===== config.mk =====
export PLATFORM = sky130hd
export DESIGN_NAME = iob_pfsm_prog
export DESIGN_NICKNAME = d
export VERILOG_FILES = /design/src/rtl/iob_pfsm_prog_pkg.sv /design/src/rtl/iob_pfsm_prog_wsel.sv /design/src/rtl/iob_reg_r.sv /design/src/rtl/iob_pfsm_prog.sv
export SDC_FILE = /design/constraint.sdc
export NUM_CORES = 1
export LEC_CHECK = 0
export CORE_MARGIN = 2
export CORE_UTILIZATION = 37
export DETAILED_ROUTE_END_ITERATION = 8
export GPL_TIMING_DRIVEN = 0
export HOLD_SLACK_MARGIN = 0.1
export PLACE_DENSITY = 0.85
export SKIP_LAST_GASP = 1
export SYNTH_ARGS = -nofsm -noshare
export SYNTH_HDL_FRONTEND = slang
export SYNTH_SLANG_ARGS = --single-unit

===== constraint.sdc =====
create_clock -name clk_i -period 3.55 [get_ports clk_i]
set_input_delay 0.355 -clock clk_i [delete_from_list [all_inputs] [get_ports clk_i]]
set_output_delay 0.355 -clock clk_i [all_outputs]
set_load 0.05 [all_outputs]

===== src/rtl/iob_pfsm_prog_pkg.sv =====
// iob_pfsm_prog_pkg: shared state encoding and derived-size helpers for the
// iob_pfsm_prog LUT programmer.
package iob_pfsm_prog_pkg;

  typedef enum logic [2:0] {
    IDLE    = 3'd0,
    RST_ON  = 3'd1,
    FETCH   = 3'd2,
    SEL     = 3'd3,
    MEM     = 3'd4,
    RST_OFF = 3'd5,
    DONE    = 3'd6
  } state_t;

  // Number of DATA_W-wide bus words needed to carry one LUT entry.
  function automatic int n_words(input int lut_w, input int data_w);
    return (lut_w + data_w - 32'sd1) / data_w;
  endfunction

  // Byte distance between consecutive MEMORY window words (power of two).
  function automatic int stride(input int data_w);
    return 32'sd1 << $clog2((data_w + 32'sd7) / 32'sd8);
  endfunction

  // Number of LUT entries, one per {state, input} combination.
  function automatic int n_entries(input int input_w, input int state_w);
    return 32'sd1 << (input_w + state_w);
  endfunction

endpackage


===== src/rtl/iob_pfsm_prog_wsel.sv =====
// iob_pfsm_prog_wsel: picks bus word w out of a LUT entry, zero-padding the
// bits above the entry width.
module iob_pfsm_prog_wsel #(
  parameter int DATA_W     = 32'sd32,
  parameter int LUT_DATA_W = 32'sd3,
  parameter int N_WORDS    = 32'sd1,
  parameter int W_W        = 32'sd1
) (
  input  logic [LUT_DATA_W-1:0] entry_i,
  input  logic [W_W-1:0]        w_i,
  output logic [DATA_W-1:0]     word_o
);

  localparam int PAD_W = N_WORDS * DATA_W;

  logic [PAD_W-1:0] padded_s;

  // Widen the entry to a whole number of words, then slice word w.
  always_comb begin
    padded_s = PAD_W'(entry_i);
    if (int'(w_i) < N_WORDS) begin
      word_o = padded_s[int'(w_i)*DATA_W +: DATA_W];
    end else begin
      word_o = {DATA_W{1'b0}};
    end
  end

endmodule


===== src/rtl/iob_reg_r.sv =====
// iob_reg_r: plain register with clock enable and synchronous active-high
// reset to RST_VAL.
module iob_reg_r #(
  parameter int                DATA_W  = 32'sd1,
  parameter logic [DATA_W-1:0] RST_VAL = {DATA_W{1'b0}}
) (
  input  logic              clk_i,
  input  logic              cke_i,
  input  logic              rst_i,
  input  logic [DATA_W-1:0] data_i,
  output logic [DATA_W-1:0] data_o
);

  // Reset wins even with the clock enable low; otherwise load only when enabled.
  always_ff @(posedge clk_i) begin
    if (rst_i) begin
      data_o <= RST_VAL;
    end else if (cke_i) begin
      data_o <= data_i;
    end else begin
      data_o <= data_o;
    end
  end

endmodule


===== src/rtl/iob_pfsm_prog.sv =====
// iob_pfsm_prog: streams LUT entries into an iob_pfsm over its IOb slave port
// (SOFTRESET on, MEM_WORD_SELECT/MEMORY per word, SOFTRESET off).
// Optional feature macro: IOB_PFSM_PROG_ABORT_EN adds abort_i / error_o.
module iob_pfsm_prog
  import iob_pfsm_prog_pkg::*;
#(
  parameter int DATA_W         = 32'sd32,
  parameter int ADDR_W         = 32'sd12,
  parameter int STATE_W        = 32'sd2,
  parameter int INPUT_W        = 32'sd1,
  parameter int OUTPUT_W       = 32'sd1,
  parameter int SOFTRESET_ADDR = 32'sd0,
  parameter int WORD_SEL_ADDR  = 32'sd4,
  parameter int MEMORY_ADDR    = 32'sd256
) (
  input  logic                          clk_i,
  input  logic                          cke_i,
  input  logic                          rst_i,
  input  logic                          start_i,
  output logic                          busy_o,
  output logic                          done_o,
  input  logic                          lut_valid_i,
  input  logic [STATE_W+OUTPUT_W-1:0]   lut_data_i,
  output logic                          lut_ready_o,
`ifdef IOB_PFSM_PROG_ABORT_EN
  input  logic                          abort_i,
  output logic                          error_o,
`endif
  output logic                          iob_avalid_o,
  output logic [ADDR_W-1:0]             iob_addr_o,
  output logic [DATA_W-1:0]             iob_wdata_o,
  output logic [DATA_W/8-1:0]           iob_wstrb_o,
  input  logic                          iob_ready_i
);

  localparam int LUT_DATA_W = STATE_W + OUTPUT_W;
  localparam int N_WORDS    = n_words(LUT_DATA_W, DATA_W);
  localparam int N_ENTRIES  = n_entries(INPUT_W, STATE_W);
  localparam int STRIDE_SH  = $clog2(stride(DATA_W));
  localparam int E_W        = INPUT_W + STATE_W;
  localparam int W_W        = $clog2(N_WORDS + 32'sd1);
  localparam logic [E_W-1:0] E_LAST = E_W'(N_ENTRIES - 32'sd1);
  localparam logic [W_W-1:0] W_LAST = W_W'(N_WORDS - 32'sd1);

  logic [2:0]            state_bits_q;
  state_t                state_q, state_d;
  logic [E_W-1:0]        e_q, e_d;
  logic [W_W-1:0]        w_q, w_d;
  logic [LUT_DATA_W-1:0] entry_q, entry_d;
  logic [DATA_W-1:0]     word_s;
  logic [ADDR_W-1:0]     mem_addr_s;
  logic                  txn_s;
  logic                  abort_s;

  assign state_q = state_t'(state_bits_q);

  iob_reg_r #(.DATA_W(3), .RST_VAL(IDLE)) state_reg (
    .clk_i(clk_i), .cke_i(cke_i), .rst_i(rst_i), .data_i(state_d), .data_o(state_bits_q)
  );
  iob_reg_r #(.DATA_W(E_W), .RST_VAL({E_W{1'b0}})) e_reg (
    .clk_i(clk_i), .cke_i(cke_i), .rst_i(rst_i), .data_i(e_d), .data_o(e_q)
  );
  iob_reg_r #(.DATA_W(W_W), .RST_VAL({W_W{1'b0}})) w_reg (
    .clk_i(clk_i), .cke_i(cke_i), .rst_i(rst_i), .data_i(w_d), .data_o(w_q)
  );
  iob_reg_r #(.DATA_W(LUT_DATA_W), .RST_VAL({LUT_DATA_W{1'b0}})) entry_reg (
    .clk_i(clk_i), .cke_i(cke_i), .rst_i(rst_i), .data_i(entry_d), .data_o(entry_q)
  );

  iob_pfsm_prog_wsel #(
    .DATA_W(DATA_W), .LUT_DATA_W(LUT_DATA_W), .N_WORDS(N_WORDS), .W_W(W_W)
  ) wsel (
    .entry_i(entry_q), .w_i(w_q), .word_o(word_s)
  );

`ifdef IOB_PFSM_PROG_ABORT_EN
  logic error_q, error_d;
  logic abort_hit_s;

  iob_reg_r #(.DATA_W(1), .RST_VAL(1'b0)) error_reg (
    .clk_i(clk_i), .cke_i(cke_i), .rst_i(rst_i), .data_i(error_d), .data_o(error_q)
  );

  assign error_o = error_q;

  // Abort counts only while programming; once latched it steers the FSM to RST_OFF.
  always_comb begin
    abort_hit_s = abort_i && ((state_q == RST_ON) || (state_q == FETCH) ||
                              (state_q == SEL) || (state_q == MEM));
    abort_s     = abort_hit_s || error_q;
    if ((state_q == IDLE) && start_i) begin
      error_d = 1'b0;
    end else if (abort_hit_s) begin
      error_d = 1'b1;
    end else begin
      error_d = error_q;
    end
  end
`else
  assign abort_s = 1'b0;
`endif

  assign mem_addr_s = ADDR_W'(MEMORY_ADDR) + (ADDR_W'(e_q) << STRIDE_SH);
  assign txn_s      = iob_avalid_o && iob_ready_i;

  // Next-state and counter update; write states advance only on a handshake.
  always_comb begin
    state_d = state_q;
    e_d     = e_q;
    w_d     = w_q;
    entry_d = entry_q;
    case (state_q)
      IDLE: begin
        if (start_i) begin
          state_d = RST_ON;
          e_d     = {E_W{1'b0}};
          w_d     = {W_W{1'b0}};
        end else begin
          state_d = IDLE;
        end
      end
      RST_ON: begin
        if (txn_s) begin
          state_d = abort_s ? RST_OFF : FETCH;
        end else begin
          state_d = RST_ON;
        end
      end
      FETCH: begin
        if (abort_s) begin
          state_d = RST_OFF;
        end else if (lut_valid_i) begin
          entry_d = lut_data_i;
          w_d     = {W_W{1'b0}};
          state_d = SEL;
        end else begin
          state_d = FETCH;
        end
      end
      SEL: begin
        if (txn_s) begin
          state_d = abort_s ? RST_OFF : MEM;
        end else begin
          state_d = SEL;
        end
      end
      MEM: begin
        if (!txn_s) begin
          state_d = MEM;
        end else if (abort_s) begin
          state_d = RST_OFF;
        end else if (w_q != W_LAST) begin
          w_d     = w_q + W_W'(1'b1);
          state_d = SEL;
        end else if (e_q == E_LAST) begin
          state_d = RST_OFF;
        end else begin
          e_d     = e_q + E_W'(1'b1);
          state_d = FETCH;
        end
      end
      RST_OFF: begin
        if (txn_s) begin
          state_d = DONE;
        end else begin
          state_d = RST_OFF;
        end
      end
      DONE:    state_d = IDLE;
      default: state_d = IDLE;
    endcase
  end

  // Bus request and status outputs decoded from the registered state.
  always_comb begin
    iob_avalid_o = 1'b0;
    iob_addr_o   = {ADDR_W{1'b0}};
    iob_wdata_o  = {DATA_W{1'b0}};
    iob_wstrb_o  = {(DATA_W/8){1'b0}};
    lut_ready_o  = 1'b0;
    busy_o       = (state_q != IDLE);
    done_o       = (state_q == DONE);
    case (state_q)
      RST_ON: begin
        iob_avalid_o = 1'b1;
        iob_addr_o   = ADDR_W'(SOFTRESET_ADDR);
        iob_wdata_o  = DATA_W'(1'b1);
        iob_wstrb_o  = {(DATA_W/8){1'b1}};
      end
      FETCH: begin
        lut_ready_o = lut_valid_i && !abort_s;
      end
      SEL: begin
        iob_avalid_o = 1'b1;
        iob_addr_o   = ADDR_W'(WORD_SEL_ADDR);
        iob_wdata_o  = DATA_W'(w_q);
        iob_wstrb_o  = {(DATA_W/8){1'b1}};
      end
      MEM: begin
        iob_avalid_o = 1'b1;
        iob_addr_o   = mem_addr_s;
        iob_wdata_o  = word_s;
        iob_wstrb_o  = {(DATA_W/8){1'b1}};
      end
      RST_OFF: begin
        iob_avalid_o = 1'b1;
        iob_addr_o   = ADDR_W'(SOFTRESET_ADDR);
        iob_wdata_o  = {DATA_W{1'b0}};
        iob_wstrb_o  = {(DATA_W/8){1'b1}};
      end
      default: begin
        iob_avalid_o = 1'b0;
      end
    endcase
  end

endmodule

==> results.py, run 1 <==
metrics = {
    "global_routing": {
        "grt_pass1_vias": 756,
        "globalRoute.totalOverflow": 0,
        "grt_first_pass_wirelength_um": 2870,
        "maximum_number_of_pins_on_one_net_before_global_route_repair": 11,
        "gr-usage-all-layers": 0.138,
        "number_of_antenna_violations_at_the_first_check_in_global_routing": 0,
    },
    "setup_path": {
        "crit_path_max_incr_delay_ns": 0.79,
        "worstPathMaxFanout": 10,
        "timing.critical_path.cells": "clkbuf_1, nor2_1, a21oi_1, buf_4, clkdlybuf4s50_1",
        "setup.reg_to_reg.worst_slack_ns": 1.86,
        "critical_path.endpoint_type": "output pin",
        "worstSetupPathType": "flip-flop to output pin",
        "setup.worst_path.start_class": "flip-flop",
        "required_time_at_the_worst_slack_endpoint_ns": 3.19,
        "worst-endpoint-arrival_ns": 2.35,
        "slowest_stage": "clkdlybuf4s50_1",
        "worstRegToRegCells": 6,
    },
    "logic_synthesis": {
        "post_synth_mux_area_share": 0.0343,
        "yosysTopAreaCell": "buf_4",
        "post_synth_instance_area_sq_um": 875,
        "post_synth_xor_area_fraction": 0,
        "postSynthRegisterBits": 9,
        "proportion_of_netlist_area_held_by_the_largest_area_contributor": 0.352,
        "synthesis.yosys.warnings": 0,
        "dominantRegCellSynth": "dfxtp_1",
        "synth_top_family_by_area": "buffers and inverters",
        "compound_cell_area_share_of_the_yosys_netlist": 0.119,
        "ys_top_cells_by_count": "buf_4, nor2_1, dfxtp_1",
        "post_synth_and_or_nand_nor_area_fraction": 0.212,
        "synthAdderAreaFrac": 0.0286,
        "synth.top_cells.by_area": "buf_4, dfxtp_1, nor2_1, a21oi_1, mux2i_1",
        "most_frequently_used_cell_type_in_the_post_synthesis_netlist": "buf_4",
        "synth_enable_flop_cells": 0,
        "async_flop_share": 0,
        "synth.lib_cells_used.distinct": 31,
        "syn_inst": 115,
        "synth.avg_cell_area_sq_um": 7.61,
        "synth.yosys.seq_area_share": 0.206,
    },
    "cells_and_area": {
        "antenna-diode-count": 0,
        "finish.net_count": 189,
        "drive_above_1_share": 0.260,
        "flow.area_growth_from_synthesis_pct": 47.6,
        "final_cell_count_no_fill": 205,
    },
    "clock_network": {
        "clock-sinks": 9,
        "htreeDepth": 1,
        "post-cts-setup-buffer-count": 0,
        "clkTransAtPathRegs_ns": 0.06,
        "clk_path_buf_depth": 2,
        "cts_tree": "done",
        "postCtsHoldBufs": 0,
        "cts_root_buffer": "clkbuf_4",
        "number_of_cells_upsized_or_downsized_after_cts": 0,
        "cts_made_buffers": 3,
        "worstSkewPairLatency_ns": 0.26,
    },
    "sta": {
        "timing.final.ws_setup_ns": 0.846,
        "hold_violations": 0,
        "fin_crit_ns": 2.70,
        "fmax_ghz": 0.370,
        "tightest_slew_ns": 0.762,
        "slew_headroom": 0.491,
        "setup_tns_ns": 0,
        "finalMaxSlewViolations": 0,
        "setup-violations-final": 0,
        "final_setup_skew_ns": 0.00171,
        "final_min_period_over_clock_period": 0.762,
        "rsz_0062_raised_after_global_routing": "false",
    },
    "floorplanning": {
        "die_w_um": 52.6,
        "initial_utilization": 0.392,
        "chipHeight_um": 52.6,
        "ios": 61,
        "area_enclosed_by_the_die_boundary_sq_mm": 0.00277,
        "num_rows": 17,
        "core_area_sq_mm": 0.00223,
    },
    "routing": {
        "ant_nets": 0,
        "postRouteWirelength_um": 1960,
        "vias": 838,
        "drc": 0,
        "initial_drc_count": 18,
        "wl_per_cell_um": 9.56,
        "route.detailed.vias_per_inst": 4.09,
        "firstDrtPassIters": 4,
    },
    "placed_design": {
        "placed_wire_length_estimate_um": 1630,
        "placement.io_buffers": 22,
        "place_inst": 201,
        "post-place-ws_ns": 1.12,
        "gp_congestion": 0.942,
    },
    "power": {
        "power-per-cell-area_mw_per_mm2": 296,
        "clock_power_share": 0.200,
        "power_switching_mw": 0.175,
        "switching_share": 0.458,
        "vdd_ir_drop_max_mv": 0.249,
        "cellInternalPower_mw": 0.207,
        "power.combinational.fraction": 0.529,
        "p_seq_frac": 0.271,
        "p_leak_nw": 0.692,
    },
    "worst_hold_path": {
        "holdPathStages": 2,
        "min_path_type": "primary input to flip-flop",
    },
    "status": {
        "outcome": "finished, final reports clean",
    },
    "flow_run": {
        "max_cap_viol_count": 0,
    },
}
[placed cells by master (no fill, tap or decap), types with 2 or more instances in the layout]
cell              n
clkdlybuf4s50_1  22
a22oi_1           3
o21ai_0           2
dfxtp_1           9
mux2i_1           3
ha_1              2
inv_1             4
nand4_1           2
a21oi_1           6
and2_1            4
clkbuf_1          2
nor3_1            3
nor2b_1           2
nor2_1           12
clkbuf_4          3
nand2_1           5
conb_1           37
buf_4            41
[final cells by class]
| class | count | area (sq um) |
|---|---|---|
| flip-flops and latches | 9 | 180 |
| multi-input cells | 93 | 483 |
| clock buffers | 4 | 26.3 |
| repair buffers | 22 | 220 |
| plain buffers | 45 | 332 |
| well taps | 28 | 35.0 |
| inverters | 4 | 15.0 |
| fillers | 218 | 942 |
[power by group through the flow]
stage | combinational, mW | sequential (mW) | clock, mW
after CTS | 0.200 | 0.104 | 0.0787
final | 0.202 | 0.104 | 0.0765
after global routing | 0.211 | 0.104 | 0.0852
after global placement | 0.198 | 0.106 | 0
after detailed placement | 0.200 | 0.106 | 0
after floorplan | 0.171 | 0.106 | 0
[path summary, 6_finish.rpt]
kind / start / end
worst max-delay path: state_reg.data_o[2] / iob_wstrb_o[0]
worst min-delay path: rst_i / state_reg.data_o[2]
worst max register to register: e_reg.data_o[0] / e_reg.data_o[2]
worst min register to register: entry_reg.data_o[1] / entry_reg.data_o[1]
[layer usage]
layer  wire length, um  track usage  up-vias
met5                 0            0        -
met4                 3       0.0385        0
met3               195       0.0486        2
met2              1070        0.265       42
met1               694        0.137      366
li1                  -            -      428
[logic make-up (layout without fill, tap and decap cells)]
| kind of cell | count (synthesis) | after routing |
|---|---|---|
| muxes | 3 | 3 |
| other | 1 | 37 |
| buffers and inverters | 49 | 75 |
| adders and majority gates | 2 | 2 |
| DFF | 9 | 9 |
| AOI/OAI and AO/OA | 16 | 16 |
| and+or+nand+nor | 35 | 35 |
[registers in the layout, summed over array words and instances (netlist names)]
register          flops
e_reg.data_o          3
entry_reg.data_o      3
state_reg.data_o      3
[worst max-delay path, delay by kind of cell, from the launching register on]
kind	cells	cell delay [ns]
AND/OR/NAND/NOR	1	0.13
buffers and inverters	3	1.30
AO/OA/AOI/OAI	1	0.31
flip-flops	1	0.36
[stage by stage]
stage / instance area [sq um] / total power, mW / hold WS, ns / util
global placement: 1260 / 0.304 / 0.472 / 0.566
finish: 1290 / 0.382 / 0.477 / 0.578
global route: 1290 / 0.400 / 0.510 / 0.578
detailed placement: 1260 / 0.306 / 0.491 / 0.566
floorplan: 1010 / 0.277 / 0.455 / -
CTS: 1290 / 0.382 / 0.475 / 0.578
No activity file was read; power rests on OpenSTA's default activity.
==> run 2: changes to the inputs <==
--- a/config.mk
+++ b/config.mk
@@ -6,11 +6,11 @@
 export NUM_CORES = 1
 export LEC_CHECK = 0
 export CORE_MARGIN = 2
-export CORE_UTILIZATION = 37
+export CORE_UTILIZATION = 31
 export DETAILED_ROUTE_END_ITERATION = 8
 export GPL_TIMING_DRIVEN = 0
 export HOLD_SLACK_MARGIN = 0.1
-export PLACE_DENSITY = 0.85
+export PLACE_DENSITY = 0.76
 export SKIP_LAST_GASP = 1
 export SYNTH_ARGS = -nofsm -noshare
 export SYNTH_HDL_FRONTEND = slang
==> constraint.sdc (replaced) <==
create_clock -name clk_i -period 2.35 [get_ports clk_i]
set_input_delay 0.235 -clock clk_i [delete_from_list [all_inputs] [get_ports clk_i]]
set_output_delay 0.235 -clock clk_i [all_outputs]
set_load 0.05 [all_outputs]
==> run 2 against run 1 <==
Largest power group unchanged. Combinational power grew 47%. Flip-flop and latch count is the same. Clock-buffer cell count is the same.
==> results.py, run 2 (same netlist as run 1, synthesis figures left out) <==
metrics = {
    "global_routing": {
        "grt_first_pass_wirelength_um": 2430,
        "grt_pass1_vias": 604,
        "maximum_number_of_pins_on_one_net_before_global_route_repair": 11,
        "number_of_antenna_violations_at_the_first_check_in_global_routing": 0,
        "globalRoute.totalOverflow": 0,
        "gr-usage-all-layers": 0.0952,
    },
    "cells_and_area": {
        "fillerInstances": 278,
        "reg.largest.list": "e_reg.data_o x3, entry_reg.data_o x3, state_reg.data_o x3",
        "flow.area_growth_from_synthesis_pct": 47.2,
        "area.sequential_sq_um": 180,
        "final_cell_mix": "buf_4, conb_1, clkdlybuf4s50_1, nor2_1, dfxtp_1",
        "drive_above_1_share": 0.282,
        "final_util": 0.475,
        "final_cell_area_sq_mm": 0.00129,
        "multi_input_area_sq_um": 488,
        "final_common_cell": "buf_4",
        "antenna-diode-count": 0,
        "final_cell_count_no_fill": 208,
        "finish.net_count": 189,
    },
    "setup_path": {
        "critical_path.reg2reg.startpoint": "e_reg.data_o[0]",
        "critical_path.endpoint_type": "output pin",
        "worstSetupPathType": "flip-flop to output pin",
        "worst-endpoint-arrival_ns": 2.02,
        "rr_endpoint": "e_reg.data_o[1]",
        "setup.worst_path.start_class": "flip-flop",
        "worstPathMaxFanout": 10,
        "worst_setup_path_endpoint": "iob_wstrb_o[0]",
        "timing_startpoint_of_the_critical_path": "state_reg.data_o[2]",
        "setup.reg_to_reg.worst_slack_ns": 0.68,
        "worstRegToRegCells": 6,
        "required_time_at_the_worst_slack_endpoint_ns": 2.12,
    },
    "clock_network": {
        "post-cts-setup-buffer-count": 0,
        "cts_root_buffer": "clkbuf_4",
        "number_of_cells_upsized_or_downsized_after_cts": 6,
        "postCtsHoldBufs": 0,
        "cts_made_buffers": 3,
        "cts_tree": "done",
        "htreeDepth": 1,
        "clkTransAtPathRegs_ns": 0.06,
        "clk_path_buf_depth": 2,
        "clock-sinks": 9,
        "worstSkewPairLatency_ns": 0.26,
    },
    "sta": {
        "timing.final.ws_setup_ns": 0.0977,
        "tightest_slew_ns": 0.511,
        "slew_headroom": 0.659,
        "final_min_period_over_clock_period": 0.958,
        "setup_tns_ns": 0,
        "rsz_0062_raised_after_global_routing": "true",
        "hold_violations": 0,
        "finalMaxSlewViolations": 0,
        "fin_crit_ns": 2.25,
        "fin_hold_ws_ns": 0.355,
        "fmax_ghz": 0.444,
        "setup-violations-final": 0,
        "final_setup_skew_ns": 0.00353,
    },
    "routing": {
        "postRouteWirelength_um": 1700,
        "ant_nets": 0,
        "vias": 787,
        "drc": 0,
        "route.detailed.vias_per_inst": 3.78,
        "firstDrtPassIters": 4,
        "initial_drc_count": 13,
        "wl_per_cell_um": 8.17,
    },
    "power": {
        "power-per-cell-area_mw_per_mm2": 443,
        "vdd_ir_drop_max_mv": 0.267,
        "p_leak_nw": 0.745,
        "design_power_total_mw": 0.571,
    },
    "floorplanning": {
        "initial_utilization": 0.323,
        "die_w_um": 57.1,
        "core_area_sq_mm": 0.00271,
        "ios": 61,
        "chipHeight_um": 57.1,
        "num_rows": 19,
        "area_enclosed_by_the_die_boundary_sq_mm": 0.00326,
    },
    "placed_design": {
        "placement.io_buffers": 22,
        "placement.cell_area_sq_mm": 0.00127,
        "post-place-ws_ns": 0.0631,
        "place_inst": 204,
        "gp_congestion": 0.765,
        "placed_wire_length_estimate_um": 1390,
    },
    "worst_hold_path": {
        "min_path_type": "primary input to flip-flop",
    },
    "flow_run": {
        "max_cap_viol_count": 0,
    },
    "status": {
        "outcome": "finished, final reports clean",
    },
}
-- run 2: cell count changes in the layout (fill, tap and decap cells not counted), sizes merged --
cell / delta
dlygate4sd2: +2
dlymetal6s2s: +2
clkdlybuf4s50: -8
clkbuf: +3
clkdlybuf4s15: +1
-- run 2: per-layer routing --
| layer | global-route usage | vias up | wire length [um] |
|---|---|---|---|
| met4 | 0.0698 | 0 | 47 |
| met1 | 0.102 | 320 | 696 |
| met3 | 0.00680 | 4 | 136 |
| met5 | 0 | - | 0 |
| met2 | 0.174 | 35 | 819 |
| li1 | - | 428 | - |
-- run 2: cell type report --
class                      count  area share
inverter                       4      0.0117
buffer                        45       0.258
sequential                     9       0.140
multi-input combinational     93       0.379
tap                           31      0.0301
timing repair buffer          22       0.161
clock buffer                   4      0.0204
-- run 2: power by group --
part           switching, mW  internal (mW)  total (mW)
Sequential           0.00194          0.155       0.157
Combinational          0.210         0.0855       0.296
Clock                 0.0526         0.0653       0.118
Total                  0.265          0.306       0.571
-- run 2: critical path: stages, from the launching register on --
cell,delay (ns)
dfxtp_1,0.37
clkbuf_1,0.34
nor2_1,0.13
a21oi_1,0.29
buf_4,0.16
clkdlybuf4s15_1,0.48
-- run 2: how the worst min path moves through the flow --
| stage | end | from | slack, ns | cells after the start |
|---|---|---|---|---|
| 6_report | entry_reg.data_o[0] | rst_i | 0.36 | 2 |
| 3_5_place_dp | entry_reg.data_o[1] | entry_reg.data_o[1] | 0.48 | 2 |
| 3_3_place_gp | entry_reg.data_o[2] | entry_reg.data_o[2] | 0.47 | 2 |
| 5_1_grt | e_reg.data_o[2] | rst_i | 0.37 | 2 |
| 4_1_cts | state_reg.data_o[2] | rst_i | 0.35 | 2 |
| 2_1_floorplan | state_reg.data_o[0] | cke_i | 0.35 | 1 |
==> run 3: changes to the inputs <==
--- a/config.mk
+++ b/config.mk
@@ -5,6 +5,7 @@
 export SDC_FILE = /design/constraint.sdc
 export NUM_CORES = 1
 export LEC_CHECK = 0
+export CAP_MARGIN = 40
 export CORE_MARGIN = 2
 export CORE_UTILIZATION = 31
 export DETAILED_ROUTE_END_ITERATION = 8
==> results of run 3 <==
No change in the layout: final DEF, timing and power equal those of run 2.
